**config.mk**
```make
export PLATFORM = sky130hd
export DESIGN_NAME = gray_conv_pipe
export DESIGN_NICKNAME = d
export VERILOG_FILES = /design/src/rtl/lau_pkg.sv /design/src/rtl/gray_conv_stage.sv /design/src/rtl/prefix_xor.sv /design/src/rtl/gray_conv_pipe.sv
export SDC_FILE = /design/constraint.sdc
export NUM_CORES = 1
export LEC_CHECK = 0
export CORE_AREA = 3 3 54 56
export CTS_CLUSTER_SIZE = 12
export DETAILED_ROUTE_END_ITERATION = 8
export DIE_AREA = 0 0 57 59
export PLACE_DENSITY_LB_ADDON = 0.25
export SLEW_MARGIN = 20
export SYNTH_ARGS = -nofsm -noshare
export SYNTH_HDL_FRONTEND = slang
export SYNTH_SLANG_ARGS = --single-unit
export TNS_END_PERCENT = 50
```
**constraint.sdc**
```tcl
create_clock -name clk_i -period 2.2 [get_ports clk_i]
set_input_delay 0.44 -clock clk_i [delete_from_list [all_inputs] [get_ports clk_i]]
set_output_delay 0.44 -clock clk_i [all_outputs]
set_load 0.005 [all_outputs]
```
**src/rtl/lau_pkg.sv**
```systemverilog
// lau_pkg: shared types for the Gray/binary conversion pipeline.
//   speed_e     - architecture choice for PrefixXor (FAST = log-depth tree,
//                 SMALL = linear ripple chain)
//   gray_mode_e - per-beat conversion direction (G2B = Gray->binary,
//                 B2G = binary->Gray)
package lau_pkg;

    typedef enum logic {
        FAST  = 1'b0,
        SMALL = 1'b1
    } speed_e;

    typedef enum logic {
        G2B = 1'b0,
        B2G = 1'b1
    } gray_mode_e;

endpackage

```
**src/rtl/gray_conv_stage.sv**
```systemverilog
// gray_conv_stage: one register slice of gray_conv_pipe.
// Resolves result bits [HI:LO] for G2B beats by combining the segment-local
// prefix XOR with the running prefix from the slice above; B2G beats pass
// through untouched. HI < LO marks an empty slice (pure register), which
// happens when STAGES does not divide WIDTH evenly.
// Ports:
//   clk_i, rst_i            clock, synchronous active-high reset
//   in_valid / in_ready     upstream handshake (in_ready = load enable)
//   in_mode, in_raw         beat mode and original input word
//   in_res, in_pre, in_err  partial result, running prefix, sequence error
//   out_valid / out_ready   downstream handshake
//   out_*                   registered copies of the above
module gray_conv_stage
    import lau_pkg::*;
#(
    parameter int     WIDTH = 8,
    parameter int     LO    = 0,
    parameter int     HI    = 7,
    parameter speed_e SPEED = FAST
) (
    input  logic             clk_i,
    input  logic             rst_i,
    input  logic             in_valid,
    output logic             in_ready,
    input  gray_mode_e       in_mode,
    input  logic [WIDTH-1:0] in_raw,
    input  logic [WIDTH-1:0] in_res,
    input  logic             in_pre,
    input  logic             in_err,
    output logic             out_valid,
    input  logic             out_ready,
    output gray_mode_e       out_mode,
    output logic [WIDTH-1:0] out_raw,
    output logic [WIDTH-1:0] out_res,
    output logic             out_pre,
    output logic             out_err
);

    logic [WIDTH-1:0] res_next;
    logic             pre_next;

    if (HI >= LO) begin : g_seg
        localparam int SW = HI - LO + 1;
        logic [SW-1:0] seg_px;

        PrefixXor #(.WIDTH(SW), .SPEED(SPEED)) u_px (
            .data  (in_raw[HI:LO]),
            .prefix(seg_px)
        );

        always_comb begin
            res_next = in_res;
            pre_next = in_pre;
            if (in_mode == G2B) begin
                res_next[HI:LO] = seg_px ^ {SW{in_pre}};
                // Next slice needs the XOR of everything above it.
                pre_next        = res_next[LO];
            end
        end
    end else begin : g_pass
        assign res_next = in_res;
        assign pre_next = in_pre;
    end

    assign in_ready = !out_valid || out_ready;

    always_ff @(posedge clk_i) begin
        if (rst_i) begin
            out_valid <= 1'b0;
            out_mode  <= G2B;
            out_raw   <= '0;
            out_res   <= '0;
            out_pre   <= 1'b0;
            out_err   <= 1'b0;
        end else if (in_ready) begin
            out_valid <= in_valid;
            // Payload only moves with a real beat so idle data never leaks in.
            if (in_valid) begin
                out_mode <= in_mode;
                out_raw  <= in_raw;
                out_res  <= res_next;
                out_pre  <= pre_next;
                out_err  <= in_err;
            end
        end
    end

endmodule

```
**src/rtl/prefix_xor.sv**
```systemverilog
// PrefixXor: MSB-first prefix XOR, prefix[i] = ^data[WIDTH-1:i].
// Ports:
//   data   in  WIDTH  input word
//   prefix out WIDTH  running XOR from the MSB down to each bit
// SPEED=FAST builds a Kogge-Stone style log2(WIDTH)-level tree;
// SPEED=SMALL builds a single ripple chain.
module PrefixXor
    import lau_pkg::*;
#(
    parameter int     WIDTH = 8,
    parameter speed_e SPEED = FAST
) (
    input  logic [WIDTH-1:0] data,
    output logic [WIDTH-1:0] prefix
);

    if (SPEED == FAST) begin : g_fast
        localparam int LV = (WIDTH > 1) ? $clog2(WIDTH) : 0;
        logic [LV:0][WIDTH-1:0] lvl;

        assign lvl[0] = data;
        // Level l folds in the partial result 2^l bits further toward the MSB.
        for (genvar l = 0; l < LV; l++) begin : g_lvl
            for (genvar i = 0; i < WIDTH; i++) begin : g_bit
                if (i + (1 << l) < WIDTH) begin : g_x
                    assign lvl[l+1][i] = lvl[l][i] ^ lvl[l][i+(1<<l)];
                end else begin : g_p
                    assign lvl[l+1][i] = lvl[l][i];
                end
            end
        end
        assign prefix = lvl[LV];
    end else begin : g_small
        always_comb begin
            logic acc;
            acc    = 1'b0;
            prefix = '0;
            for (int i = WIDTH - 1; i >= 0; i--) begin
                acc       = acc ^ data[i];
                prefix[i] = acc;
            end
        end
    end

endmodule

```
**src/rtl/gray_conv_pipe.sv**
```systemverilog
// gray_conv_pipe: pipelined bidirectional Gray/binary converter with
// valid/ready streaming. Latency is STAGES cycles, throughput 1 beat/cycle.
// Optional macro: GRAY_CONV_SEQ_CHECK_EN enables the Gray-sequence checker
// (out_err_o flags a G2B beat that differs from the previous G2B beat in
// other than exactly one bit); without it out_err_o is constant 0.
// Ports:
//   clk_i, rst_i               clock, synchronous active-high reset
//   in_valid_i / in_ready_o    input handshake
//   in_mode_i, in_data_i       conversion direction and input word
//   out_valid_o / out_ready_i  output handshake
//   out_mode_o, out_data_o     mode and converted word of the output beat
//   out_err_o                  Gray-sequence error flag
module gray_conv_pipe
    import lau_pkg::*;
#(
    parameter int     WIDTH  = 8,
    parameter int     STAGES = 2,
    parameter speed_e SPEED  = FAST
) (
    input  logic             clk_i,
    input  logic             rst_i,
    input  logic             in_valid_i,
    output logic             in_ready_o,
    input  gray_mode_e       in_mode_i,
    input  logic [WIDTH-1:0] in_data_i,
    output logic             out_valid_o,
    input  logic             out_ready_i,
    output gray_mode_e       out_mode_o,
    output logic [WIDTH-1:0] out_data_o,
    output logic             out_err_o
);

    localparam int SEG = (WIDTH + STAGES - 1) / STAGES;

    // Index 0 is the pipe input, index STAGES the pipe output.
    logic [STAGES:0]            vld_pipe;
    logic [STAGES:0]            rdy_pipe;
    logic [STAGES:0]            pre_pipe;
    logic [STAGES:0]            err_pipe;
    gray_mode_e                 mode_pipe [STAGES+1];
    logic [STAGES:0][WIDTH-1:0] raw_pipe;
    logic [STAGES:0][WIDTH-1:0] res_pipe;

    assign vld_pipe[0]      = in_valid_i;
    assign mode_pipe[0]     = in_mode_i;
    assign raw_pipe[0]      = in_data_i;
    // B2G is a single XOR level, so it is finished before the first slice.
    assign res_pipe[0]      = (in_mode_i == B2G) ? (in_data_i ^ (in_data_i >> 1)) : '0;
    assign pre_pipe[0]      = 1'b0;
    assign rdy_pipe[STAGES] = out_ready_i;
    assign in_ready_o       = rdy_pipe[0];

    for (genvar s = 0; s < STAGES; s++) begin : g_stage
        localparam int HI = WIDTH - 1 - s * SEG;
        localparam int LO = (HI - SEG + 1 > 0) ? HI - SEG + 1 : 0;

        gray_conv_stage #(
            .WIDTH(WIDTH),
            .LO   (LO),
            .HI   (HI),
            .SPEED(SPEED)
        ) u_stage (
            .clk_i    (clk_i),
            .rst_i    (rst_i),
            .in_valid (vld_pipe[s]),
            .in_ready (rdy_pipe[s]),
            .in_mode  (mode_pipe[s]),
            .in_raw   (raw_pipe[s]),
            .in_res   (res_pipe[s]),
            .in_pre   (pre_pipe[s]),
            .in_err   (err_pipe[s]),
            .out_valid(vld_pipe[s+1]),
            .out_ready(rdy_pipe[s+1]),
            .out_mode (mode_pipe[s+1]),
            .out_raw  (raw_pipe[s+1]),
            .out_res  (res_pipe[s+1]),
            .out_pre  (pre_pipe[s+1]),
            .out_err  (err_pipe[s+1])
        );
    end

`ifdef GRAY_CONV_SEQ_CHECK_EN
    localparam logic [WIDTH-1:0] ONE = {{(WIDTH-1){1'b0}}, 1'b1};

    logic [WIDTH-1:0] last_g;
    logic [WIDTH-1:0] diff;
    logic             have_last;

    assign diff = in_data_i ^ last_g;
    // Exactly one bit set <=> non-zero and power of two.
    assign err_pipe[0] = (in_mode_i == G2B) && have_last &&
                         !((diff != '0) && ((diff & (diff - ONE)) == '0));

    always_ff @(posedge clk_i) begin
        if (rst_i) begin
            last_g    <= '0;
            have_last <= 1'b0;
        end else if (in_valid_i && in_ready_o && (in_mode_i == G2B)) begin
            last_g    <= in_data_i;
            have_last <= 1'b1;
        end
    end
`else
    // Error bit enters as constant 0, so the carried flag is constant 0.
    assign err_pipe[0] = 1'b0;
`endif

    assign out_valid_o = vld_pipe[STAGES];
    assign out_mode_o  = mode_pipe[STAGES];
    assign out_data_o  = res_pipe[STAGES];
    assign out_err_o   = err_pipe[STAGES];

    // Raw word and running prefix are not needed past the last slice.
    logic unused_tail;
    assign unused_tail = ^{raw_pipe[STAGES], pre_pipe[STAGES]};

endmodule

```
; Word level (Yosys, flattened, before mapping)
; Cells that the tools add are included.
[classes]
reduce_logical = 6
bitwise_logic = 12
mux = 4
[op_table]
columns = cell, count
row1 = $xor A1 B1 Y1, 10
row2 = $mux W4, 2
row3 = $mux W8, 1
row4 = $xor A8 B7 Y8, 1
row5 = $reduce_and A2 Y1, 2
row6 = $xor A4 B4 Y4, 1
row7 = $logic_not A1 Y1, 2
row8 = $logic_or A1 B1 Y1, 2
row9 = $mux W1, 1
[totals]
input_bits = 13
out_inout_bits = 12
regBits = 25
word_cells = 30

; Logic depth before layout (Yosys ltp)
[logic_depth]
depth_word = 4
mapped_depth = 6
depth_no_buf = 4

; Modules after synthesis
; Synthesis repeated with hierarchy kept, for this count alone.
[unflattened]
cells_unflattened = 228
hier_area_um2 = 2014.4
[by_module_without_submodules]
columns = mod, n_inst, cells_each, seq_area_each_um2, area_each_um2
row1 = gray_conv_stage, 2, 101, 400.4, 899.6
row2 = gray_conv_pipe, 1, 16, 0.0, 115.1
row3 = PrefixXor, 2, 5, 0.0, 50.0

; Worst setup path after synthesis
; No wires, ideal clock.
[synth_path]
path_kind = input to register
start = in out_ready_i
end = reg g_stage[0].u_stage.out_res[3]
slack_ns = 0.830
path_buffers = 2
required_time_ns = 2.068
t_arrival_ns = 1.238
cell_stages = 6
setup_time_ns = 0.132
path_cell_list = nand3b_1 and2_1 clkbuf_1 buf_2 nand3_1 a21oi_1
[synth_between]
elab_chain_cells = 3
[synth_lines]
columns = item, line_no
row1 = "start, declared", gray_conv_pipe.sv:27  ; input logic out_ready_i,
row2 = $logic_or A1 B1 Y1 (2 in a row), gray_conv_stage.sv:65  ; assign in_ready = !out_valid || out_ready;
row3 = $reduce_and A2 Y1 (no source line), n/a
row4 = "end signal, assigned", gray_conv_stage.sv:81  ; out_res <= res_next;
row5 = "end, declared", gray_conv_stage.sv:34  ; output logic [WIDTH-1:0] out_res,
; No other way between the ends.
; A chain may end at the register's enable or synchronous reset.

; Worst setup path after layout
[layout_path]
start = in out_ready_i
end = out in_ready_o
[layout_between]
elab_chain_cells = 2
[layout_lines]
columns = item, line_no
row1 = $logic_or A1 B1 Y1 (2 in a row), gray_conv_stage.sv:65
row2 = "end, declared", gray_conv_pipe.sv:23  ; output logic in_ready_o,
; No other way between the ends.

==> impl_metrics.csv <==
group,metric,value,unit
setup_path,reg2reg_slack,750,ps
run,maxCapViolCount,0,
global_routing,grt_overflow,0,
setup_path,r2r_cells,4,
setup_path,crit-reg2reg-launch,"g_stage[0].u_stage.out_raw[2]",
run_status,outcome,"finished, final reports clean",
global_routing,grt_pass1_wl,3.65,mm
logic_synthesis,synth-edff-count,0,
logic_synthesis,synth_top_area_share,0.452,
layout,n_antenna_cell,0,
placement,dp.cells,180,
setup_path,cp-start-kind,"primary input",
worst_hold_path,worstHoldStart,"g_stage[0].u_stage.out_res[2]",
clock_network,clock_sinks,25,
floorplanning,core,0.00248,mm^2
detailed_routing,via_per_inst,5.02,
floorplanning,io_pins,25,
layout,area_growth,23.8,%
detailed_routing,routedWlPerCell,11.3,um
placement,numPortBuffers,23,
placement,placed_area,0.00134,mm^2
clock_network,ctsHtreeMaxLevel,1,
logic_synthesis,synthTopCellsByCount,"nand2_1 (34), dfxtp_1 (25), a21oi_1 (21)",
clock_network,cts_root_buf,"clkbuf_4",
layout,finalNonFillerCells,184,
logic_synthesis,syn_area_per_cell,8.19,um^2
sta,final.period_utilization,0.921,
detailed_routing,drt-initial-drc-count,13,
detailed_routing,firstDrtPassIters,4,
floorplanning,fp-row-count,18,
logic_synthesis,synth_flop_cell,"dfxtp_1",
sta,final_max_slew_viol_count,0,
layout,drive_gt1_frac,0.0584,
detailed_routing,routed_wl,2.08,mm
setup_path,r2r-end,"g_stage[1].u_stage.out_res[0]",
detailed_routing,ant_nets,0,
clock_network,cts_resized,0,
clock_network,clk_latency,310,ps
logic_synthesis,synth_top_area_cell,"dfxtp_1",
logic_synthesis,syn_nets,148,
global_routing,grtUsageMet1,0.171,
sta,rsz0062_at_grt,"no",
global_routing,grtUsageMet2,0.228,
clock_network,post-cts-setup-buffers,0,
detailed_routing,vias,923,
setup_path,crit_path_max_fanout,4,
clock_network,clockBufferDepth,2,
global_routing,antenna_found_initial,0,
setup_path,startpoint,"out_ready_i",
logic_synthesis,yosysUniqueCellTypes,26,
logic_synthesis,synth-seq-area-share,0.452,
floorplanning,dieArea,0.00336,mm^2
setup_path,arrival,1590,ps
sta,finalSetupTns,0,ps
setup_path,path_class,"primary input to output port",
setup_path,end_kind,"output port",
logic_synthesis,synth_area,0.00111,mm^2
clock_network,tritoncts,"yes",
logic_synthesis,synth-async-reset-ratio,0,
layout,post-route-util,0.553,
global_routing,use_met3,0.0283,
placement,post-dp-hpwl,1.53,mm
floorplanning,die_y,59,um
layout,final_cell_area,0.00137,mm^2
power_and_ir_drop,power.leakage,0.493,nW
sta,setup_viol_count_final,0,
global_routing,grt_pass1_vias,873,
logic_synthesis,ys_ff_latch,25,
clock_network,cts_hold_buf,0,
sta,fin_crit,2030,ps
worst_hold_path,holdPathStages,2,
global_routing,grt_max_degree,26,
worst_hold_path,worstHoldEndpoint,"g_stage[0].u_stage.out_res[2]",
sta,fmax,0.494,GHz
global_routing,busiest_layer,"met2",
logic_synthesis,yosys-top-cells-area,"dfxtp_1 (45%), nand2_1 (12%), a21oi_1 (9.5%)",
global_routing,globalRouteTotalUtil,0.137,
detailed_routing,remaining_drc_errors,0,
sta,hold_viol,0,
clock_network,cts_made_buffers,3,
floorplanning,initial_core_util,0.446,
floorplanning,fp.dieW,57,um
logic_synthesis,synthMostInstantiatedCell,"nand2_1",
power_and_ir_drop,power_density,622,mW/mm^2
logic_synthesis,synth_warnings,0,
logic_synthesis,syn-instance-count,135,
placement,routabilityCongestion,0.774,
power_and_ir_drop,ir_drop,0.357,mV
worst_hold_path,hold_class,"flop to flop",
sta,finalClockSkew,9.17,ps
clock_network,clkTransAtPathRegs,130,ps
layout,num-nets-final,168,
setup_path,cp.required,1760,ps
## where the power goes
group | internal (W) | switching [W]
clock network | 0.0000708 | 0.000129
registers | 0.000478 | 0.0000174
logic | 0.0000834 | 0.0000729
## final cells by class
cell class              count  area (um^2)
clock buffers               4         26.3
fillers                   246         1110
inverters                   2         7.51
multi-input cells          98          552
flip-flops and latches     25          500
well taps                  30         37.5
repair buffers             25          245
## flip-flops by register name (all words and copies together) (netlist names)
signal                     cells
g_stage.u_stage.out_res       16
g_stage.u_stage.out_pre        1
g_stage.u_stage.out_valid      2
g_stage.u_stage.out_raw        4
g_stage.u_stage.out_mode       2
## worst max path at each step
stage / end / slack [ps] / depth (start not counted)
3_3_place_gp: in_ready_o / 200 / 3
3_5_place_dp: in_ready_o / 180 / 3
4_1_cts: in_ready_o / 170 / 3
2_1_floorplan: g_stage[0].u_stage.out_res[3] / 830 / 6
6_report: in_ready_o / 170 / 3
5_1_grt: in_ready_o / 100 / 3
## layout by cell type, fill, tap and decap left out
cell and count:
nand2b_1 2, a211oi_2 2, nor2_1 5, xnor3_2 1
a21oi_1 21, nor2b_1 1, clkdlybuf4s50_1 23, nand3_1 5
clkbuf_1 1, o21ai_0 2, a211oi_1 2, inv_1 2
xor2_1 5, dfxtp_1 25, nand2_1 34, o211ai_1 1
conb_1 1, nand3b_1 1, xnor2_1 7, and2_1 2
nor3_2 1, clkbuf_4 3, or3_1 2, and3b_1 1
buf_4 2, nor3_1 1, mux2i_1 1
## metal layers
| layer | part of all wire | vias up | wire, um |
|---|---|---|---|
| met1 | 0.48 | 414 | 993 |
| met5 | 0 | - | 0 |
| met4 | 0.014 | 0 | 29 |
| met2 | 0.45 | 25 | 943 |
| met3 | 0.056 | 4 | 117 |
| li1 | - | 480 | - |
## critical path: stages
cell and delay (ps):
clkdlybuf4s50_1 460, nand3b_1 160, clkdlybuf4s50_1 530
## cells by family after synthesis
family,after synthesis,synth area share
flip-flops,25,0.452
AO/OA/AOI/OAI,28,0.147
buffers and inverters,12,0.0487
XOR/XNOR,13,0.117
AND/OR/NAND/NOR,55,0.223
multiplexers,1,0.00905
other,1,0.00339
## per-stage QoR
step / setup WS, ps / hold WS (ps) / total power [W]
after floorplan: 830 / 427 / 0.000604
after global placement: 196 / 437 / 0.000660
after detailed placement: 177 / 448 / 0.000663
after CTS: 171 / 467 / 0.000866
after global routing: 96.4 / 479 / 0.000904
final: 174 / 463 / 0.000851
Power figures use the tool's default switching activity.
